==> src/rtl/ldpc_iter_ctrl.sv <==
// LDPC decoder iteration controller: sequences init, check-node / variable-node passes and output.
// Optional per-phase watchdog is built when LDPC_ITER_WDOG_EN is defined.
module ldpc_iter_ctrl #(
    parameter int ITER_W     = 8,
    parameter int SYN_W      = 18,
    parameter int RATE_W     = 2,
    parameter int WDOG_LIMIT = 65535
) (
    input  logic              clk,
    input  logic              reset,
    input  logic              start,
    input  logic [ITER_W-1:0] max_iter,
    input  logic [RATE_W-1:0] rate,
    input  logic              init_done,
    input  logic              cnp_done,
    input  logic              vnp_done,
    input  logic              dec_done,
    input  logic              syn_vld,
    input  logic [SYN_W-1:0]  syn_word,
    output logic              cnp_start,
    output logic              vnp_start,
    output logic              dec_start,
    output logic [RATE_W-1:0] rate_q,
    output logic [ITER_W-1:0] iter_num,
    output logic              busy,
    output logic              converged,
    output logic              failed,
    output logic              timeout
);

    typedef enum logic [4:0] {
        IDLE = 5'b00001,
        INIT = 5'b00010,
        CNP  = 5'b00100,
        VNP  = 5'b01000,
        OUT  = 5'b10000
    } state_t;

    state_t            state;
    state_t            state_nxt;
    logic [ITER_W-1:0] max_q;
    logic              sf;
    logic              syn_bad;
    logic              sf_eff;
    logic              wdog_expire;
    logic              accept;
    logic              cnp_go;
    logic              vnp_go;
    logic              dec_go;
    logic              set_conv;
    logic              set_fail;
    logic              iter_inc;
    logic              timeout_nxt;

    // A syndrome beat coincident with cnp_done still counts for this pass.
    assign syn_bad = syn_vld && (|syn_word);
    assign sf_eff  = sf || syn_bad;
    assign busy    = (state != IDLE);

`ifdef LDPC_ITER_WDOG_EN
    localparam int WDOG_CW = $clog2(WDOG_LIMIT + 1);
    logic [WDOG_CW-1:0] wdog_cnt;

    // Counter restarts on every state change, so each phase gets its own budget.
    always_ff @(posedge clk or posedge reset) begin
        if (reset) begin
            wdog_cnt <= '0;
        end else if (state_nxt != state) begin
            wdog_cnt <= '0;
        end else if (state != IDLE) begin
            wdog_cnt <= wdog_cnt + WDOG_CW'(1);
        end
    end

    assign wdog_expire = (state != IDLE) && (wdog_cnt == WDOG_CW'(WDOG_LIMIT - 1));
`else
    // No counter in this build; the limit only matters when the watchdog exists.
    assign wdog_expire = 1'b0 & (WDOG_LIMIT == 0);
`endif

    always_ff @(posedge clk or posedge reset) begin
        if (reset) begin
            state <= IDLE;
        end else begin
            state <= state_nxt;
        end
    end

    always_comb begin
        state_nxt   = state;
        accept      = 1'b0;
        cnp_go      = 1'b0;
        vnp_go      = 1'b0;
        dec_go      = 1'b0;
        set_conv    = 1'b0;
        set_fail    = 1'b0;
        iter_inc    = 1'b0;
        timeout_nxt = 1'b0;
        case (state)
            IDLE: if (start) begin
                state_nxt = INIT;
                accept    = 1'b1;
            end
            INIT: if (init_done) begin
                state_nxt = CNP;
                cnp_go    = 1'b1;
            end
            CNP: if (cnp_done) begin
                if (!sf_eff) begin
                    state_nxt = OUT;
                    dec_go    = 1'b1;
                    set_conv  = 1'b1;
                end else if (iter_num == max_q) begin
                    state_nxt = OUT;
                    dec_go    = 1'b1;
                    set_fail  = 1'b1;
                end else begin
                    state_nxt = VNP;
                    vnp_go    = 1'b1;
                    iter_inc  = 1'b1;
                end
            end
            VNP: if (vnp_done) begin
                state_nxt = CNP;
                cnp_go    = 1'b1;
            end
            OUT: if (dec_done) begin
                state_nxt = IDLE;
            end
            default: state_nxt = IDLE;
        endcase
        if (wdog_expire) begin
            state_nxt   = IDLE;
            cnp_go      = 1'b0;
            vnp_go      = 1'b0;
            dec_go      = 1'b0;
            set_conv    = 1'b0;
            iter_inc    = 1'b0;
            set_fail    = 1'b1;
            timeout_nxt = 1'b1;
        end
    end

    always_ff @(posedge clk or posedge reset) begin
        if (reset) begin
            cnp_start <= 1'b0;
            vnp_start <= 1'b0;
            dec_start <= 1'b0;
            timeout   <= 1'b0;
            rate_q    <= '0;
            max_q     <= '0;
            iter_num  <= '0;
            converged <= 1'b0;
            failed    <= 1'b0;
            sf        <= 1'b0;
        end else begin
            cnp_start <= cnp_go;
            vnp_start <= vnp_go;
            dec_start <= dec_go;
            timeout   <= timeout_nxt;
            if (accept) begin
                rate_q    <= rate;
                max_q     <= max_iter;
                iter_num  <= '0;
                converged <= 1'b0;
                failed    <= 1'b0;
            end
            if (set_conv) converged <= 1'b1;
            if (set_fail) failed <= 1'b1;
            // Increment only happens below max_q, so iter_num cannot wrap.
            if (iter_inc) iter_num <= iter_num + ITER_W'(1);
            if (cnp_go) begin
                sf <= 1'b0;
            end else if (state == CNP && syn_bad) begin
                sf <= 1'b1;
            end
        end
    end

endmodule

==> config.mk <==
export PLATFORM = sky130hd
export DESIGN_NAME = ldpc_iter_ctrl
export DESIGN_NICKNAME = d
export VERILOG_FILES = /design/src/rtl/ldpc_iter_ctrl.sv
export SDC_FILE = /design/constraint.sdc
export NUM_CORES = 1
export LEC_CHECK = 0
export CAP_MARGIN = 0
export CORE_MARGIN = 3
export CORE_UTILIZATION = 47
export DETAILED_ROUTE_END_ITERATION = 16
export GPL_ROUTABILITY_DRIVEN = 0
export PLACE_DENSITY = 0.84
export SLEW_MARGIN = 20
export SYNTH_ARGS = -nofsm -noshare
export SYNTH_HDL_FRONTEND = slang
export SYNTH_SLANG_ARGS = --single-unit
==> constraint.sdc <==
create_clock -name clk -period 5.1 [get_ports clk]
set_input_delay 1.02 -clock clk [delete_from_list [all_inputs] [get_ports clk]]
set_output_delay 1.02 -clock clk [all_outputs]
set_load 0.005 [all_outputs]
## After elaboration in Yosys (flattened, before gate mapping)

Index checks and enable logic that the tools add are counted.

| cells by class | value |
|---|---|
| eq/ne operators | 12 |
| add/sub/neg operators | 1 |
| reduce and logical (&&, ||, !) cells | 9 |
| multiplexer cells | 34 |

Operators with widths:

| cell | number |
|---|---|
| two-way mux 5 bit | 7 |
| case mux 5 bit (5 select lines) | 1 |
| two-way mux 1 bit | 23 |
| OR reduction 18 bit | 1 |
| two-way mux 8 bit | 2 |
| != test 2 bit, second input constant | 5 |
| adder 8 x 1 -> 8 bit, second input constant | 1 |
| equality test 8 bit | 1 |
| nonzero test 2 bit | 4 |
| equality test 5 x 1 -> 1 bit, second input constant | 1 |
| equality test 5 x 2 -> 1 bit, second input constant | 1 |
| equality test 5 x 3 -> 1 bit, second input constant | 1 |
| equality test 5 x 4 -> 1 bit, second input constant | 1 |
| equality test 5 bit, second input constant | 1 |
| != test 5 x 1 -> 1 bit, second input constant | 1 |
| AND reduction 5 bit | 1 |
| logical AND 1 bit | 2 |
| case mux 1 bit (2 select lines) | 1 |
| logical OR 1 bit | 1 |

| word-level totals | value |
|---|---|
| logic and storage cells | 66 |
| bits in registers | 29 |

## Longest topological paths before layout

| depth | value |
|---|---|
| depth in word-level cells | 7 |
| depth in mapped cells | 8 |
| gate-level depth less buffers | 6 |

## Worst setup path after synthesis

No wires, ideal clock.

| timing | value |
|---|---|
| kind | reg2out |
| start point | reg state[2] |
| end point | out busy |
| path buffers | 2 |
| setup slack | 2.850 ns |
| arrival | 1.230 ns |
| cell stages (with the launch flop) | 6 |
| data required time | 4.080 ns |
| path through | dfrtp_1 > buf_2 > or2_2 > clkbuf_1 > nor3_1 > nand2_1 |

| between the ends | value |
|---|---|
| cells in the longest elaborated chain, start to end | 1 |

RTL lines:

| item | RTL line | RTL |
|---|---|---|
| start, declared | 39 | `state_t state;` |
| start signal, assigned | 85 | `state <= state_nxt;` |
| != test 5 x 1 -> 1 bit | 58 | `assign busy = (state != IDLE);` |
| end, declared | 25 | `output logic busy,` |

Every way passes these cells.

## Worst setup path in the final report

Ends and elaborated chain as after synthesis.

==> run metrics <==
clock tree from TritonCTS=yes; clock skew=0.00982 ns; Synth Cell Area=1540 sq um; Antenna Diode Count=0; Layout area overhead=39.2%; Via Count=1396; number of buffers on the longest clock path=2; Largest stage delay, worst path=0.48 ns; MaxCap Viol Count=0; Worst Tran Pin Value=0.785 ns; number of cells on the critical path=4; Max Transition Viols Final=0; Synth cell types=41; run status=completed; insertion delay of the later-clocked pin in the worst-skew pair=0.32 ns; worst-case reg-to-reg path depth=5; GRT Resource Usage Total=0.191; buffer count from post-CTS setup fixing=0; number of remaining DRC errors=0; library cell with the highest instance count after synthesis=sky130_fd_sc_hd__nand2_1; number of nets still failing antenna checks after routing=0; top post-synthesis cells by area=sky130_fd_sc_hd__dfrtp_1 (45%), sky130_fd_sc_hd__nand2_1 (11%), sky130_fd_sc_hd__xnor2_1 (6.8%), sky130_fd_sc_hd__nor2_1 (3.2%), sky130_fd_sc_hd__nor4_1 (2.4%); sum of buffers and inverters on the critical path=1; type of element launching the critical path=register; Worst path top cell family by delay=simple AND/OR/NAND/NOR gates; Routed WL per cell=13.1 microns; Final Hold Vio Count=0; FP Rows=20; critical path class=register to output port; DP Area=2060 sq um; Hold WC Path Type=register to register; vias per inst=5.27; crit path capture type=output port; Layout Utilization=0.696; proportion of synthesized chip area in sequential cells=0.472; setup_tns=0 ns; relative slew slack=0.473; total number of nets in the final design=257; Power Density=375 nW/um^2; clock transition time at the flip-flop clock pins of the worst setup and hold paths=0.09 ns; setup repair after global routing missed its margin=no; floorplan die width=63.2 microns; Total Die Area=4000 sq um; final-report setup violation count=0; cell count after synthesis=171; final critical-path share of the clock period=0.587; number of detailed-route iterations in the first pass=4; remaining global-route overflow=0; Cell Chain, Critical Path=or2_2 > nor3_1 > nand2_1 > clkdlybuf4s50_1; Synthesized Nets=208; hold buffer count at CTS=0; largest net degree at the start of global routing=30; Hold Crit Depth=2; cell accounting for the most synthesized area=sky130_fd_sc_hd__dfrtp_1; highest achievable clock rate=334 MHz; count of boundary I/O pins=53; share of async-settable or async-resettable flops after synthesis=1.00; FF+latch count, synth=29; level count of the clock H-tree=2; root buffer cell=sky130_fd_sc_hd__clkbuf_4; most instantiated flip-flop cell in the synthesis netlist=sky130_fd_sc_hd__dfrtp_1; antenna violations before repair=0; list of most frequent post-synthesis cells=sky130_fd_sc_hd__nand2_1 (44), sky130_fd_sc_hd__dfrtp_1 (28), sky130_fd_sc_hd__nor2_1 (13), sky130_fd_sc_hd__xnor2_1 (12), sky130_fd_sc_hd__nor4_1 (6); peak supply drop=0.339 mV; maximum fanout encountered on the critical timing path=9; synthesized area per cell=9.01 sq um; time the final worst path needs with I/O delays and setup=2.99 ns; DIE HEIGHT=63.2 microns; HPWL after detailed placement=2.62 mm; Lkg Pwr=0.897 nW; area share of the leading cell type in the synthesized netlist=0.455; Synthesis Warnings=0; CP required=4.08 ns; total clock buffers created by CTS=5; Layout Cell Area excl Fill=2140 sq um; data arrival time at the worst-slack endpoint=1.97 ns; number of fill cells in the layout=253; wire length of the first global-routing pass=6.20 mm; Post-synth EDFFs=0; PortBufs=51; Final Routed Wirelength=3.48 mm; standard cell core area=3080 sq um; clock net sink count=29; vias in the first global route=1416; master of the slowest instance on the critical path=sky130_fd_sc_hd__dfrtp_1; fraction of layout instances using a drive strength above 1=0.0950; CTS resizes=0; starting DRC count in detailed routing=39; Initial Utilization=0.500
final timing paths:
check,start,to,slack (ns)
worst max-delay path,state[2],busy,2.11
worst min-delay path,rate_q[1],rate_q[1],0.48
worst max register to register,state[2],iter_num[2],2.72
worst min register to register,rate_q[1],rate_q[1],0.48
max in group asynchronous,reset,state[3],3.63
min in group asynchronous,reset,iter_num[5],1.08
logic make-up after synthesis:
group,Yosys count,synth area share
other cells,1,0.00243
compound gates,22,0.103
simple gates,91,0.288
buf+inv,12,0.0382
xor+xnor,12,0.0682
mux,3,0.0195
flops,29,0.472
fa+ha+maj,1,0.00812
cell usage in the layout (no fill, tap or decap), types with 4 or more instances in the layout:
cell type and n:
sky130_fd_sc_hd__a21oi_1 4, sky130_fd_sc_hd__clkbuf_4 5, sky130_fd_sc_hd__clkdlybuf4s50_1 51, sky130_fd_sc_hd__dfrtp_1 28
sky130_fd_sc_hd__nand2_1 44, sky130_fd_sc_hd__nand3_1 4, sky130_fd_sc_hd__nor2_1 13, sky130_fd_sc_hd__nor3_1 5
sky130_fd_sc_hd__nor4_1 6, sky130_fd_sc_hd__xnor2_1 12
final cells by class:
| class | count | area, sq um | area share |
|---|---|---|---|
| multi-input combinational | 130 | 754 | 0.352 |
| sequential | 29 | 727 | 0.339 |
| timing repair buffer | 51 | 510 | 0.238 |
| clock buffer | 7 | 55.1 | 0.0257 |
| tap | 44 | 55.1 | 0.0257 |
| clock inverter | 1 | 30.0 | 0.0140 |
| inverter | 3 | 11.3 | 0.00525 |
layer usage:
metal  global-route usage  vias up  wire length (microns)
li1                     -      689                      -
met1                0.224      650                   1480
met2                0.329       51                   1700
met3               0.0553        6                    262
met4               0.0728        0                     44
met5                    0        -                      0
worst reg2reg max path, stage by stage (launching register included):
cell and delay, ns:
sky130_fd_sc_hd__dfrtp_1 0.48, sky130_fd_sc_hd__or2_2 0.39, sky130_fd_sc_hd__nor3_1 0.26, sky130_fd_sc_hd__nand3_1 0.59, sky130_fd_sc_hd__o311ai_0 0.42, sky130_fd_sc_hd__o31ai_2 0.13
through the flow:
stage / hold slack, ns / total power, mW / worst slack, ns / instances
2_1_floorplan: 0.467 / 0.520 / 2.85 / 171
3_3_place_gp: 0.461 / 0.604 / 2.14 / 257
3_5_place_dp: 0.462 / 0.616 / 2.03 / 257
4_1_cts: 0.485 / 0.812 / 2.10 / 265
5_1_grt: 0.532 / 0.868 / 1.97 / 265
6_report: 0.478 / 0.804 / 2.11 / 265
power by group:
group | internal, mW | total [mW] | leakage (nW) | switching (mW)
Sequential | 0.286 | 0.348 | 0.384 | 0.0615
Combinational | 0.139 | 0.262 | 0.467 | 0.123
Clock | 0.117 | 0.194 | 0.0455 | 0.0773
flip-flops by register name, indices dropped and copies added, names as in the netlist:
name       count
failed         1
rate_q         2
sf             1
state          5
converged      1
iter_num       8
vnp_start      1
max_q          8
cnp_start      1
dec_start      1
No activity file was read; power rests on OpenSTA's default activity.
